## src/rtl/stim_pkg.sv

```systemverilog
// Shared types and helpers for the stimulus/toggle-count block: FSM state
// encoding, LFSR feedback mask and step, 4-bit popcount, and the golden
// reference function of the 4-input sub-circuit.
package stim_pkg;

    typedef enum logic [1:0] {
        IDLE   = 2'd0,
        SETTLE = 2'd1,
        SAMPLE = 2'd2,
        DONE   = 2'd3
    } stim_state_t;

    localparam logic [7:0] LFSR_MASK = 8'hB8;

    // One step of the 8-bit right-shifting Galois LFSR.
    function automatic logic [7:0] lfsr_next(input logic [7:0] l);
        return (l >> 1) ^ (l[0] ? LFSR_MASK : 8'h00);
    endfunction

    function automatic logic [2:0] popcount4(input logic [3:0] v);
        return {2'b00, v[0]} + {2'b00, v[1]} + {2'b00, v[2]} + {2'b00, v[3]};
    endfunction

    // Reference output of the sub-circuit; bit0 of v is input 1.
    function automatic logic golden(input logic [3:0] v);
        return (v[0] & v[3]) | (~(v[0] ^ v[1]) & (v[1] ^ v[2]));
    endfunction

endpackage

```

## src/rtl/stim_lfsr8.sv

```systemverilog
// 8-bit Galois LFSR with reload and step controls. The reload path steps
// the seed in the same edge, so the value after a reload is already the
// successor of SEED.
module stim_lfsr8
    import stim_pkg::*;
#(
    parameter logic [7:0] SEED = 8'h01
) (
    input  logic       clk,
    input  logic       rst,
    input  logic       load,
    input  logic       en,
    output logic [3:0] vec
);

    logic [7:0] value;

    // LFSR state: reset to SEED, reload-and-step, or plain step.
    always_ff @(posedge clk) begin
        if (rst) begin
            value <= SEED;
        end else if (load) begin
            value <= lfsr_next(SEED);
        end else if (en) begin
            value <= lfsr_next(value);
        end
    end

    assign vec = value[3:0];

endmodule

```

## src/rtl/stim_toggle_driver.sv

```systemverilog
// Stimulus driver for the 4-input sub-circuit experiments: applies LFSR
// vectors, samples the sub-circuit output after SETTLE_CYC cycles and
// accumulates input/output toggle counts for activity estimation.
// Optional build macro: STIM_GOLDEN_CHECK_EN adds a golden-model check and
// the mismatch_cnt output.
module stim_toggle_driver
    import stim_pkg::*;
#(
    parameter int         VEC_CNT_W  = 16,
    parameter logic [7:0] SEED       = 8'h01,
    parameter int         SETTLE_CYC = 1
) (
    input  logic                 clk,
    input  logic                 rst,
    input  logic                 start,
    input  logic [VEC_CNT_W-1:0] num_vec,
    output logic                 busy,
    output logic                 done,
    output logic [3:0]           dut_in,
    input  logic                 dut_out,
    output logic [VEC_CNT_W+1:0] in_toggles,
    output logic [VEC_CNT_W-1:0] out_toggles
`ifdef STIM_GOLDEN_CHECK_EN
    ,
    output logic [VEC_CNT_W-1:0] mismatch_cnt
`endif
);

    localparam int IW = VEC_CNT_W + 2;
    localparam int SW = (SETTLE_CYC > 1) ? $clog2(SETTLE_CYC) : 1;
    localparam logic [VEC_CNT_W-1:0] VEC_ONE    = VEC_CNT_W'(1);
    localparam logic [SW-1:0]        SETTLE_END = SW'(SETTLE_CYC - 1);

    if (SEED == 8'h00) begin : g_bad_seed
        $error("stim_toggle_driver: SEED must be nonzero");
    end
    if (SETTLE_CYC < 1) begin : g_bad_settle
        $error("stim_toggle_driver: SETTLE_CYC must be at least 1");
    end

    stim_state_t          state, state_next;
    logic                 accept;
    logic                 last_vec;
    logic                 settle_last;
    logic                 load_next;
    logic [VEC_CNT_W-1:0] num_vec_q;
    logic [VEC_CNT_W-1:0] vec_cnt;
    logic [SW-1:0]        settle_cnt;
    logic                 prev_valid;
    logic                 prev_sample;
    logic [3:0]           lfsr_vec;
    logic [3:0]           load_vec;
    logic [IW-1:0]        in_base;
    logic [IW:0]          in_raw;
    logic [IW-1:0]        in_sum;

    stim_lfsr8 #(.SEED(SEED)) u_lfsr (
        .clk  (clk),
        .rst  (rst),
        .load (accept),
        .en   (load_next),
        .vec  (lfsr_vec)
    );

    assign settle_last = (settle_cnt == SETTLE_END);
    assign last_vec    = (vec_cnt == (num_vec_q - VEC_ONE));

    // FSM state register.
    always_ff @(posedge clk) begin
        if (rst) begin
            state <= IDLE;
        end else begin
            state <= state_next;
        end
    end

    // Next-state decode and handshake/strobe outputs.
    always_comb begin
        state_next = state;
        accept     = 1'b0;
        load_next  = 1'b0;
        busy       = 1'b0;
        done       = 1'b0;
        unique case (state)
            IDLE: begin
                if (start) begin
                    accept     = 1'b1;
                    state_next = (num_vec == '0) ? DONE : SETTLE;
                end
            end
            SETTLE: begin
                busy = 1'b1;
                if (settle_last) begin
                    state_next = SAMPLE;
                end
            end
            SAMPLE: begin
                busy = 1'b1;
                if (last_vec) begin
                    state_next = DONE;
                end else begin
                    load_next  = 1'b1;
                    state_next = SETTLE;
                end
            end
            DONE: begin
                done       = 1'b1;
                state_next = IDLE;
            end
            default: state_next = IDLE;
        endcase
    end

    // Next vector and saturating input-toggle sum; a fresh run starts the
    // sum from zero but still measures flips against the held dut_in.
    always_comb begin
        load_vec = accept ? SEED[3:0] : lfsr_vec;
        in_base  = accept ? '0 : in_toggles;
        in_raw   = {1'b0, in_base} + (IW + 1)'(popcount4(load_vec ^ dut_in));
        in_sum   = in_raw[IW] ? '1 : in_raw[IW-1:0];
    end

    // Datapath: vector register, settle timer, sampling and counters.
    always_ff @(posedge clk) begin
        if (rst) begin
            dut_in       <= '0;
            in_toggles   <= '0;
            out_toggles  <= '0;
            num_vec_q    <= '0;
            vec_cnt      <= '0;
            settle_cnt   <= '0;
            prev_valid   <= 1'b0;
            prev_sample  <= 1'b0;
`ifdef STIM_GOLDEN_CHECK_EN
            mismatch_cnt <= '0;
`endif
        end else begin
            if (accept) begin
                num_vec_q    <= num_vec;
                vec_cnt      <= '0;
                settle_cnt   <= '0;
                prev_valid   <= 1'b0;
                out_toggles  <= '0;
                in_toggles   <= '0;
`ifdef STIM_GOLDEN_CHECK_EN
                mismatch_cnt <= '0;
`endif
                if (num_vec != '0) begin
                    dut_in     <= load_vec;
                    in_toggles <= in_sum;
                end
            end

            if (state == SETTLE) begin
                settle_cnt <= settle_last ? '0 : settle_cnt + SW'(1);
            end

            if (state == SAMPLE) begin
                prev_sample <= dut_out;
                prev_valid  <= 1'b1;
                vec_cnt     <= vec_cnt + VEC_ONE;
                if (prev_valid && (dut_out != prev_sample) && (out_toggles != '1)) begin
                    out_toggles <= out_toggles + VEC_ONE;
                end
`ifdef STIM_GOLDEN_CHECK_EN
                if ((dut_out != golden(dut_in)) && (mismatch_cnt != '1)) begin
                    mismatch_cnt <= mismatch_cnt + VEC_ONE;
                end
`endif
                if (load_next) begin
                    dut_in     <= load_vec;
                    in_toggles <= in_sum;
                end
            end
        end
    end

endmodule
```

## config.mk

```make
export PLATFORM = sky130hd
export DESIGN_NAME = stim_toggle_driver
export DESIGN_NICKNAME = d
export VERILOG_FILES = /design/src/rtl/stim_pkg.sv /design/src/rtl/stim_lfsr8.sv /design/src/rtl/stim_toggle_driver.sv
export SDC_FILE = /design/constraint.sdc
export NUM_CORES = 1
export LEC_CHECK = 0
export BUFFER_PORTS_ARGS = -buffer_cell sky130_fd_sc_hd__buf_2
export CORE_MARGIN = 5
export CORE_UTILIZATION = 35
export CTS_CLUSTER_SIZE = 12
export DETAILED_ROUTE_END_ITERATION = 8
export GPL_TIMING_DRIVEN = 1
export SKIP_LAST_GASP = 1
export SLEW_MARGIN = 30
export SYNTH_ARGS = -nofsm -noshare
export SYNTH_HDL_FRONTEND = slang
export SYNTH_HIERARCHICAL = 1
export SYNTH_SLANG_ARGS = --single-unit
export TNS_END_PERCENT = 1
```

## constraint.sdc

```tcl
create_clock -name clk -period 4.32 [get_ports clk]
set_input_delay 0.432 -clock clk [delete_from_list [all_inputs] [get_ports clk]]
set_output_delay 0.432 -clock clk [all_outputs]
set_load 0.01 [all_outputs]
```

==> results of run 1 <==
[worst max path at each step]
stage | endpoint | from | depth (start not counted)
after floorplan | in_toggles[6] | state[1] | 17
after global placement | in_toggles[6] | state[1] | 16
after detailed placement | in_toggles[9] | state[1] | 17
after CTS | in_toggles[9] | state[1] | 17
after global routing | in_toggles[9] | state[1] | 17
final | in_toggles[5] | state[1] | 17
[cell families (layout without fill, tap and decap cells)]
family / count (synthesis) / in the layout / share of synthesized area
flip-flops: 82 / 82 / 0.367
AND/OR/NAND/NOR: 256 / 256 / 0.283
buffers and inverters: 47 / 97 / 0.0487
XOR/XNOR: 42 / 42 / 0.0823
adder cells (fa/ha/maj): 11 / 11 / 0.0358
AO/OA/AOI/OAI: 107 / 107 / 0.162
multiplexers: 9 / 9 / 0.0204
[what timing repair did]
action | CTS | global route
endpoints found under the setup margin | 0 | 1
hold buffers | 0 | 0
gates resized for setup | 0 | 1
hold endpoints to repair | 0 | 0
[through the flow]
| step | std cells | setup slack, ns | hold WS, ns | total power (uW) |
|---|---|---|---|---|
| 2_1_floorplan | 554 | 0.186 | 0.435 | 1140 |
| 4_1_cts | 776 | 0.325 | 0.335 | 1990 |
| 6_report | 776 | 0.357 | 0.344 | 1960 |
| 3_5_place_dp | 761 | 0.321 | 0.469 | 1230 |
| 3_3_place_gp | 761 | 0.477 | 0.454 | 1220 |
| 5_1_grt | 776 | 0.0198 | 0.344 | 2070 |
[report_power, final]
part	switching, uW	total (uW)	internal, uW
sequential	40.5	832	791
clock	301	748	447
combinational	235	384	149
[metal layers]
layer	wire length (um)	up-vias
met5	0	-
met3	364	17
met1	5140	1952
met2	5950	73
met4	255	0
li1	-	2043
[placed cells by master, fill, tap and decap left out, types with 6 or more instances in the layout]
cell type,synthesis,routed
inv_1,14,14
o21ai_0,12,12
dfxtp_1,82,82
a211oi_1,6,6
nand3_1,25,25
nand3b_1,6,6
xnor2_1,20,20
nor3_1,13,13
clkbuf_16,0,9
ha_1,8,8
or3_1,6,6
nand2_1,85,84
a21oi_1,41,41
xor2_1,22,22
buf_4,5,6
nor2_1,55,55
or2_2,6,6
mux2i_1,8,8
nand2b_1,6,6
and3_1,9,9
buf_2,1,59
nor4_1,8,8
nand4_1,15,15
[sequential cells by signal, indices dropped and copies added (netlist names)]
name,count
num_vec_q,16
out_toggles,16
state,2
prev_sample,1
dut_in,4
prev_valid,1
in_toggles,18
vec_cnt,16
u_lfsr/value,8
[cell type report]
cell class                 count  area [um^2]
fill                        1267         7400
inverter                      17         68.8
timing repair buffer          65          340
tap                          172          215
multi-input combinational    425         2610
sequential                    82         1640
clock inverter                 2         10.0
clock buffer                  13          280
[worst register-to-register path, delay by kind of cell, from the launching register on]
family          cells  cell delay [ns]
compound gates      2             0.41
xor+xnor            1             0.18
fa+ha+maj           4             1.31
buf+inv             3             0.29
flops               1             0.42
simple gates        7             1.28
==> metrics.csv, run 1 <==
metric;value;unit
outcome;completed;
synthesized area per cell;8.07;um^2
CP cell instances;inv_1 -> ha_1 -> nand2_1 -> clkinv_1 -> nor2_1 -> xnor2_1 -> fa_1 -> fa_1 -> inv_1 -> fa_1 -> nand2_1 -> or2_2 -> nor2_1 -> and2_1 -> nor2_1 -> a221o_1 -> a21oi_2;
top post-synthesis cells by count;85 x nand2_1, 82 x dfxtp_1, 55 x nor2_1, 41 x a21oi_1, 25 x nand3_1;
H-tree level count;3;
Critical R2R Launch;state[1];
Initial DRC Count;176;
EDFF count, synth;0;
Clock Pin Slew Worst Setup and Hold Paths;0.06;ns
remaining antenna violation count after routing;0;
Crit path max-delay family;adder cells;
reg2reg end;in_toggles[5];
met3 Use GR;0.0302;
worst path arrival time;4.24;ns
total CTS buffers;9;
met2 Usage GRT;0.277;
Final nets;631;
Final Cycle Share;0.917;
Worst slew margin;0.460;
Rows;41;
Top FF cell, synth;dfxtp_1;
setup violators final;0;
first-pass GRT wire length;19500;um
drt drc;0;
RSZ-0062 raised after global routing;false;
Final Slew Violations;0;
Async S/R FF share, synth;0;
syn nets;585;
DIE AREA;15100;um^2
power density cells;380;nW/um^2
Clock Tree Buf Depth;2;
area grow syn2layout;15.6;%
Buf/Inv on CP;3;
CP required;4.60;ns
core region area;12600;um^2
Final Cell Area;5170;um^2
Slowest cell on crit path;fa_1;
Worst VDD drop;0.179;mV
critical path peak fanout;6;
reg2reg path depth;17;
top cells by area, synth;dfxtp_1 37%, nand2_1 7.1%, nor2_1 4.6%;
ant diodes;0;
post-DR vias/cell;5.26;
Tot GR Track Use;0.161;
total number of vias;4085;
clock sink total;82;
Syn Inst Count;554;
Starting Density;0.356;
GRT overflow;0;
number of global-route vias before repair;4029;
Setup CP Type;register to register;
Yosys top cell by area;dfxtp_1;
placed standard-cell area;4880;um^2
maximum clock rate;252;MHz
Fin. Hold Viols;0;
Cell Area, Synth;4470;um^2
CP Launch Type;register;
die width;123;um
Die Span Y;123;um
Synth warnings;6;
RePlAce Congestion;0.845;
Max-Cap Viols;0;
Distinct cells, synth;73;
share of layout cells above drive strength 1;0.159;
clock root cell;clkbuf_16;
internal reg-to-reg setup slack;0.36;ns
most frequent cell after synthesis;nand2_1;
Top Usage Layer GRT;met2;
Synth Register Bits;82;
Hold Path Class;input port to register;
Post CTS Setup Buffer Count;0;
Hold Path Sink;num_vec_q[0];
TritonRoute pass-1 iters;4;
Critical Path End Type;register;
WHS Path Cells;3;
Ports;60;
GR met1 Demand/Resource;0.199;
min Tclk post-route;3.96;ns
CTS tree;built;
Final TNS setup;0;ns
Leak;0.00198;uW
port bufs;59;
share of the synthesized area in the top cell type;0.367;
max incr delay on CP;0.47;ns
Setup Skew;0.00444;ns
routed wire length;11700;um
initial antenna violation count;0;
final core utilization;0.411;
sequential share of the synthesized area;0.367;
Detailed Place HPWL;8300;um
Skew-Pair Late Insertion Delay;0.34;ns
worst-margin pin slew;0.806;ns
largest net degree at the start of global routing;62;
routed length per placed instance;15.1;um
hold path startpoint;num_vec[0];
Power figures use the tool's default switching activity.
==> run 2, diff against run 1 <==
--- a/config.mk
+++ b/config.mk
@@ -11,6 +11,7 @@
 export CTS_CLUSTER_SIZE = 12
 export DETAILED_ROUTE_END_ITERATION = 8
 export GPL_TIMING_DRIVEN = 1
+export RECOVER_POWER = 25
 export SKIP_LAST_GASP = 1
 export SLEW_MARGIN = 30
 export SYNTH_ARGS = -nofsm -noshare
==> run 2 against run 1 <==
  * Design area shrank 0.73%
  * Sequential power is essentially flat
  * Sequential cell count is the same
  * Largest power group unchanged
  * Power shrank 0.10%
  * Clock-buffer cell count is the same
  * Final cell count is the same
  * Register-to-register slack is essentially flat
==> metrics.csv, run 2 (synthesis results as in run 1) <==
metric;value;unit
RSZ-0062 raised after global routing;false;
ant diodes;0;
most frequent cells in the layout;84 x nand2_1, 82 x dfxtp_1, 55 x nor2_1;
Clock Tree Buf Depth;2;
area grow syn2layout;14.8;%
Leak;0.00185;uW
post-layout worst setup margin;0.362;ns
total CTS buffers;9;
Worst slew margin;0.465;
drt drc;0;
Initial DRC Count;217;
routed length per placed instance;15.0;um
number of flip-flops in the largest register;18;
maximum clock rate;253;MHz
routed metal-1 wirelength;5130;um
met3 wire length;349;um
Final Slew Violations;0;
routed wire length;11700;um
die width;123;um
CTS tree;built;
Skew-Pair Late Insertion Delay;0.34;ns
worst-margin pin slew;0.799;ns
FF+latch area;1640;um^2
Detailed Place HPWL;8300;um
post-DR vias/cell;5.27;
# fillers;1277;
power density cells;382;nW/um^2
clock sink total;82;
RePlAce Congestion;0.845;
CP required;4.60;ns
Setup CP Type;register to register;
core region area;12600;um^2
Setup Skew;0.00466;ns
Clock Pin Slew Worst Setup and Hold Paths;0.06;ns
remaining antenna violation count after routing;0;
Rows;41;
CTS Hold Bufs;0;
TritonRoute pass-1 iters;5;
CP cell instances;inv_1 -> ha_1 -> nand2_1 -> clkinv_1 -> nor2_1 -> xnor2_1 -> fa_1 -> fa_1 -> inv_1 -> fa_1 -> nand2_1 -> or2_2 -> nor2_1 -> and2_1 -> nor2_1 -> a221o_1 -> a21oi_2;
H-tree level count;3;
share of layout cells above drive strength 1;0.109;
Hold Path Class;input port to register;
Slowest cell on crit path;fa_1;
Ports;60;
area of the multi-input gates;2610;um^2
uppermost layer routed;met4;
initial antenna violation count;0;
Tot GR Track Use;0.161;
Max-Cap Viols;0;
number of global-route vias before repair;4029;
outcome;completed;
worst path arrival time;4.24;ns
Final Cycle Share;0.916;
Fin. Hold Viols;0;
total number of vias;4089;
critical path peak fanout;6;
Final TNS setup;0;ns
largest net degree at the start of global routing;62;
Final nets;631;
DR WL met2;5890;um
min Tclk post-route;3.96;ns
placed standard-cell area;4880;um^2
CP Launch Type;register;
DIE AREA;15100;um^2
setup violators final;0;
Final Cell Area;5130;um^2
Top reg by flops;in_toggles;
Worst VDD drop;0.181;mV
Die Span Y;123;um
first-pass GRT wire length;19500;um
final-layout worst hold slack;0.341;ns
most common cell after layout, fill and taps aside;nand2_1;
clock root cell;clkbuf_16;
pre-CTS WS;0.321;ns
Critical Path End Type;register;
Starting Density;0.356;
port bufs;59;
GRT overflow;0;
max incr delay on CP;0.47;ns
==> run 2: metrics by stage <==
step | std cells | power [uW] | utilization
6_report | 776 | 1960 | 0.408
5_1_grt | 776 | 2070 | 0.408
4_1_cts | 776 | 1990 | 0.411
3_5_place_dp | 761 | 1230 | 0.388
3_3_place_gp | 761 | 1220 | 0.388
2_1_floorplan | 554 | 1140 | -
==> run 2: metal layers <==
| metal | vias to the layer above | GRT usage |
|---|---|---|
| met5 | - | 0 |
| met2 | 70 | 0.277 |
| met3 | 17 | 0.0302 |
| met4 | 0 | 0.0651 |
| li1 | 2043 | - |
| met1 | 1959 | 0.199 |
==> run 2: worst paths after layout <==
check / from / end / slack [ns] / cells after the start
setup / recovery: state[1] / in_toggles[5] / 0.36 / 17
hold / removal: num_vec[0] / num_vec_q[0] / 0.34 / 3
setup reg to reg: state[1] / in_toggles[5] / 0.36 / 17
hold reg to reg: num_vec_q[15] / num_vec_q[15] / 0.47 / 2
==> run 2: what timing repair did <==
item	in CTS	in global routing
setup endpoints to repair	0	1
setup buffers	0	0
resized for setup	0	1
==> run 2: power breakdown <==
group | total (uW) | switching (uW) | internal (uW) | leakage (uW)
combinational | 382 | 234 | 147 | 0.00103
sequential | 832 | 40.6 | 791 | 0.000665
clock | 748 | 301 | 447 | 0.000147
==> run 2: cell type report <==
class                           instances  share of cell area
Multi-Input combinational cell        425               0.509
Tap cell                              172              0.0419
Inverter                               17              0.0134
Sequential cell                        82               0.320
Clock inverter                          2             0.00195
Clock buffer                           13              0.0546
Timing Repair Buffer                   65              0.0590
==> run 2: worst max-delay path, delay by kind of cell (launching register included) <==
kind,cells,cell delay [ns]
AO/OA/AOI/OAI,2,0.41
XOR/XNOR,1,0.18
adder cells (fa/ha/maj),4,1.31
buffers and inverters,3,0.31
flip-flops,1,0.42
AND/OR/NAND/NOR,7,1.26
